[src/rtl/sdram_init_seq.sv]
// SDRAM power-up initialisation sequencer: NOP wait, PRECHARGE-ALL, NUM_REF auto-refreshes,
// LOAD MODE, then a sticky init_done. Re-initialisation from DONE skips the power-up wait.
module sdram_init_seq #(
  parameter int unsigned ASIZE      = 13,
  parameter int unsigned BSIZE      = 2,
  parameter int unsigned CNT_W      = 16,
  parameter int unsigned T_PWR      = 20000,
  parameter int unsigned T_RP       = 2,
  parameter int unsigned T_RFC      = 7,
  parameter int unsigned T_MRD      = 2,
  parameter int unsigned NUM_REF    = 2,
  parameter int unsigned CAS_LAT    = 3,
  parameter int unsigned BURST_LEN  = 1,
  parameter int unsigned BURST_TYPE = 0,
  parameter int unsigned WB_MODE    = 0
) (
  input  logic             CLK,
  input  logic             RST,
  input  logic             reinit_req,
  output logic             cke,
  output logic [3:0]       command,
  output logic [ASIZE-1:0] saddr,
  output logic [BSIZE-1:0] sba,
  output logic             init_busy,
  output logic             init_done
);

  localparam int unsigned REF_W = 4;

  localparam logic [3:0] CMD_NOP  = 4'b0111;
  localparam logic [3:0] CMD_PRE  = 4'b0010;
  localparam logic [3:0] CMD_AREF = 4'b0001;
  localparam logic [3:0] CMD_MSET = 4'b0000;

  localparam logic [CNT_W-1:0] T_PWR_C   = CNT_W'(T_PWR);
  localparam logic [CNT_W-1:0] T_RP_C    = CNT_W'(T_RP);
  localparam logic [CNT_W-1:0] T_RFC_C   = CNT_W'(T_RFC);
  localparam logic [CNT_W-1:0] T_MRD_C   = CNT_W'(T_MRD);
  localparam logic [CNT_W-1:0] CNT_ONE   = CNT_W'(1);
  localparam logic [REF_W-1:0] NUM_REF_C = REF_W'(NUM_REF);

  localparam logic [2:0] BL_CODE = (BURST_LEN == 1) ? 3'b000 :
                                   (BURST_LEN == 2) ? 3'b001 :
                                   (BURST_LEN == 4) ? 3'b010 :
                                   (BURST_LEN == 8) ? 3'b011 : 3'b111;

  function automatic logic [ASIZE-1:0] mode_word_f();
    logic [ASIZE-1:0] w;
    w      = '0;
    w[9]   = (WB_MODE != 0);
    w[6:4] = 3'(CAS_LAT);
    w[3]   = (BURST_TYPE != 0);
    w[2:0] = BL_CODE;
    return w;
  endfunction

  function automatic logic [ASIZE-1:0] pre_word_f();
    logic [ASIZE-1:0] w;
    w     = '0;
    w[10] = 1'b1;
    return w;
  endfunction

  localparam logic [ASIZE-1:0] MODE_WORD = mode_word_f();
  localparam logic [ASIZE-1:0] PRE_WORD  = pre_word_f();

  typedef enum logic [2:0] {
    PWR_WAIT,
    PRE,
    RP_WAIT,
    REF,
    RFC_WAIT,
    MRS,
    MRD_WAIT,
    DONE
  } state_t;

  state_t             state_q, state_d;
  logic [CNT_W-1:0]   cnt_q, cnt_d;
  logic [REF_W-1:0]   ref_q, ref_d;
  logic               reinit_q, reinit_d;
  logic               cke_q, cke_d;
  logic [3:0]         cmd_q, cmd_d;
  logic [ASIZE-1:0]   addr_q, addr_d;
  logic               busy_q, busy_d;
  logic               done_q, done_d;

  always_ff @(posedge CLK or posedge RST) begin
    if (RST) begin
      state_q  <= PWR_WAIT;
      cnt_q    <= '0;
      ref_q    <= '0;
      reinit_q <= 1'b0;
      cke_q    <= 1'b0;
      cmd_q    <= CMD_NOP;
      addr_q   <= '0;
      busy_q   <= 1'b1;
      done_q   <= 1'b0;
    end else begin
      state_q  <= state_d;
      cnt_q    <= cnt_d;
      ref_q    <= ref_d;
      reinit_q <= reinit_d;
      cke_q    <= cke_d;
      cmd_q    <= cmd_d;
      addr_q   <= addr_d;
      busy_q   <= busy_d;
      done_q   <= done_d;
    end
  end

  // cnt_q counts edges since the last command; each command state entry reloads it to 1
  always_comb begin
    state_d  = state_q;
    cnt_d    = cnt_q + CNT_ONE;
    ref_d    = ref_q;
    reinit_d = reinit_req && (state_q == DONE);
    cke_d    = 1'b1;
    cmd_d    = CMD_NOP;
    addr_d   = '0;
    busy_d   = 1'b1;
    done_d   = 1'b0;

    case (state_q)
      PWR_WAIT: begin
        if (cnt_q == T_PWR_C) begin
          state_d = PRE;
          cmd_d   = CMD_PRE;
          addr_d  = PRE_WORD;
          cnt_d   = CNT_ONE;
          ref_d   = '0;
        end
      end
      PRE, RP_WAIT: begin
        if (cnt_q == T_RP_C) begin
          state_d = REF;
          cmd_d   = CMD_AREF;
          cnt_d   = CNT_ONE;
          ref_d   = ref_q + REF_W'(1);
        end else begin
          state_d = RP_WAIT;
        end
      end
      REF, RFC_WAIT: begin
        if (cnt_q == T_RFC_C) begin
          cnt_d = CNT_ONE;
          if (ref_q == NUM_REF_C) begin
            state_d = MRS;
            cmd_d   = CMD_MSET;
            addr_d  = MODE_WORD;
          end else begin
            state_d = REF;
            cmd_d   = CMD_AREF;
            ref_d   = ref_q + REF_W'(1);
          end
        end else begin
          state_d = RFC_WAIT;
        end
      end
      MRS, MRD_WAIT: begin
        if (cnt_q == T_MRD_C) begin
          state_d = DONE;
          busy_d  = 1'b0;
          done_d  = 1'b1;
        end else begin
          state_d = MRD_WAIT;
        end
      end
      DONE: begin
        cnt_d = cnt_q;
        if (reinit_q) begin
          state_d = PRE;
          cmd_d   = CMD_PRE;
          addr_d  = PRE_WORD;
          cnt_d   = CNT_ONE;
          ref_d   = '0;
        end else begin
          busy_d = 1'b0;
          done_d = 1'b1;
        end
      end
      default: begin
        state_d = PWR_WAIT;
        cnt_d   = '0;
        ref_d   = '0;
      end
    endcase
  end

  assign cke       = cke_q;
  assign command   = cmd_q;
  assign saddr     = addr_q;
  assign sba       = '0;
  assign init_busy = busy_q;
  assign init_done = done_q;

endmodule

[config.mk]
export PLATFORM = sky130hd
export DESIGN_NAME = sdram_init_seq
export DESIGN_NICKNAME = d
export VERILOG_FILES = /design/src/rtl/sdram_init_seq.sv
export SDC_FILE = /design/constraint.sdc
export NUM_CORES = 1
export LEC_CHECK = 0
export CAP_MARGIN = 30
export CORE_MARGIN = 4
export CORE_UTILIZATION = 55
export CTS_CLUSTER_SIZE = 8
export DETAILED_ROUTE_END_ITERATION = 6
export PLACE_DENSITY = 0.86
export SLEW_MARGIN = 10
export SYNTH_ARGS = -nofsm -noshare
export SYNTH_HDL_FRONTEND = slang
export SYNTH_SLANG_ARGS = --single-unit
[constraint.sdc]
create_clock -name CLK -period 2.6 [get_ports CLK]
set_clock_uncertainty 0.15 [all_clocks]
set_input_delay 0.39 -clock CLK [delete_from_list [all_inputs] [get_ports CLK]]
set_output_delay 0.39 -clock CLK [all_outputs]
set_load 0.05 [all_outputs]
==> out/qor.yml <==
status: "complete, no violations"
grt_pass1_wl_um: 6370
grt_use_total: 0.184
clock_sinks: 32
globalRoute.totalOverflow: 0
insertion_delay_ns: 0.28
cts_buffer_depth: 2
worstPathRequired_ns: 2.61
synth_seq_cells: 32
path_max_fanout: 8
drive_gt1_frac: 0.172
ios: 25
cts.repair.resized: 0
hold_buffers: 0
finalHoldViolCount: 0
worst_setup_path_end_kind: "register"
slew_violations: 0
wl_per_cell_um: 13.6
async_reset_ff_frac: 1.00
whs_ns: 0.347
avgSynthCellArea_um2: 9.88
design_area_mm2: 0.00223
start_kind: "register"
initialDrtViolationCount: 78
critPathSlowestCell: "dfrtp_1"
hold_path_class: "input port to async pin"
nets: 228
start_util: 0.591
netlist_area_mm2: 0.00203
first_pass_iters: 4
critPathBufInv: 1
antenna_found_initial: 0
nFillCells: 276
coreArea_mm2: 0.00344
setup_tns_ns: 0
cts-root-buf: "clkbuf_8"
dieArea_mm2: 0.00474
maxSlewHeadroom: 0.662
path_delay_family: "simple AND/OR/NAND/NOR gates"
timing.final.crit_share: 0.933
yosys.cell_types.count: 53
die_w_um: 68.8
synth_cells: 206
die_h_um: 68.8
grt_pass1_vias: 1384
vias: 1443
clk_pin_slew_ns: 0.06
ys_warn_count: 0
critPathMaxStageDelay_ns: 0.42
path_class: "register to register"
post_cts_buffers: 0
numCtsBuffers: 5
worst_pin_slew_ns: 0.506
cts_tree: "yes"
max_freq_mhz: 412
setup_violations: 0
io_buffers: 11
post-route-min-period_ns: 2.43
synth-seq-area-share: 0.396
place.gp.congestion: 0.873
worstPathArrival_ns: 2.44
grt_max_degree: 33
cts_htree_levels: 2
routed_via_density: 5.40
rows: 21
wirelength_um: 3640
p_per_area_mw_per_mm2: 421
worstPathCellList: "inv_1 -> ha_1 -> nor4b_2 -> nand4_4 -> maj3_2 -> o211ai_2 -> nand2_2 -> mux2_4"
p_leak_uw: 0.000933
place_area_mm2: 0.00214
area_delta_synth_final_pct: 9.78
rsz0062_at_grt: "false"
detail-route-antenna-nets: 0
antenna_cells: 0
peakVddDrop_uv: 344
cap_violations: 0
hpwl_um: 2720
route.detailed.drc: 0
ys.flop_type: "dfrtp_1"
synth_edf_count: 0
-- power breakdown --
| group | total (uW) | leakage (uW) | internal [uW] | switching [uW] |
|---|---|---|---|---|
| clock network | 383 | 0.0000455 | 215 | 167 |
| registers | 499 | 0.000417 | 499 | 0.181 |
| logic | 59.2 | 0.000471 | 4.99 | 54.3 |
| total | 941 | 0.000933 | 720 | 222 |
-- state kept, by name (all words and copies together) (netlist names) --
register / cells
ref_q: 4
state_q: 3
init_done: 1
command: 3
saddr: 2
init_busy: 1
cnt_q: 16
cke: 1
reinit_q: 1
-- tightest hold or removal path, delay by kind of cell --
family / cells / cell delay [ns]
buffers and inverters: 3 / 0.81
-- cells in the mapped netlist (2+ instances only) --
cell | n | area [um^2]
nor3_1 | 3 | 15.0
clkbuf_1 | 3 | 11.3
dfstp_2 | 4 | 105
xnor2_1 | 7 | 61.3
nor2b_1 | 2 | 12.5
xor2_1 | 8 | 70.1
nor2_4 | 9 | 101
a31oi_1 | 4 | 25.0
o2bb2ai_1 | 3 | 26.3
a21oi_1 | 5 | 25.0
buf_4 | 14 | 105
nor2_1 | 21 | 78.8
mux2_4 | 2 | 30.0
and3_1 | 6 | 37.5
o211ai_1 | 2 | 15.0
nor4_4 | 2 | 42.5
nand4_1 | 4 | 25.0
ha_1 | 5 | 62.6
conb_1 | 2 | 7.51
o21ai_0 | 5 | 25.0
a221oi_1 | 2 | 17.5
and4b_1 | 2 | 20.0
nand3_1 | 8 | 40.0
buf_2 | 2 | 10.0
inv_1 | 9 | 33.8
dfrtp_1 | 28 | 701
and2_1 | 3 | 18.8
nand2_1 | 16 | 60.1
-- cell families (layout without fill, tap and decap cells) --
kind of cell / count (synthesis) / in the layout / synth area share
simple gates: 86 / 86 / 0.272
other cells: 2 / 14 / 0.00369
flops: 32 / 32 / 0.396
fa+ha+maj: 6 / 6 / 0.0363
mux: 3 / 3 / 0.0197
buf+inv: 32 / 35 / 0.0978
compound gates: 30 / 30 / 0.109
xor+xnor: 15 / 15 / 0.0646
-- through the flow --
stage / utilization / cells / power (uW) / worst slack [ns]
2_1_floorplan: - / 218 / 574 / 0.332
3_3_place_gp: 0.623 / 259 / 567 / 0.263
3_5_place_dp: 0.623 / 259 / 568 / 0.181
4_1_cts: 0.649 / 267 / 962 / 0.154
5_1_grt: 0.649 / 267 / 986 / 0.0220
6_report: 0.649 / 267 / 941 / 0.174
-- worst paths after layout --
check	slack, ns	cells after the start	end	startpoint
max	0.17	8	ref_q[0]	cnt_q[0]
min	0.35	3	ref_q[0]	RST
max reg2reg	0.17	8	ref_q[0]	cnt_q[0]
min reg2reg	0.39	1	cnt_q[0]	cnt_q[0]
max in group asynchronous	1.62	3	init_busy	RST
min in group CLK	0.39	1	cnt_q[0]	cnt_q[0]
-- cell usage in the layout, fill, tap and decap left out, types with 6 or more instances in the layout --
cell type	instances
clkbuf_8	6
xnor2_1	7
inv_1	9
dfrtp_1	28
nand2_1	16
and3_1	6
conb_1	14
nor2_1	21
nor2_4	9
xor2_1	8
nand3_1	8
clkdlybuf4s50_1	11
-- layer usage --
metal,up-vias,track usage,wire [um]
li1,707,-,-
met1,711,0.234,1590
met2,19,0.292,1860
met3,6,0.0519,118
met4,0,0.0827,65
met5,-,0,0
-- area by class of cell --
cell class / instances / area (um^2) / area share
Multi-Input combinational cell: 154 / 1070 / 0.481
Sequential cell: 32 / 806 / 0.361
Timing Repair Buffer: 17 / 168 / 0.0751
Clock buffer: 8 / 90.1 / 0.0403
Tap cell: 46 / 57.6 / 0.0258
Inverter: 10 / 37.5 / 0.0168
Power figures use the tool's default switching activity.
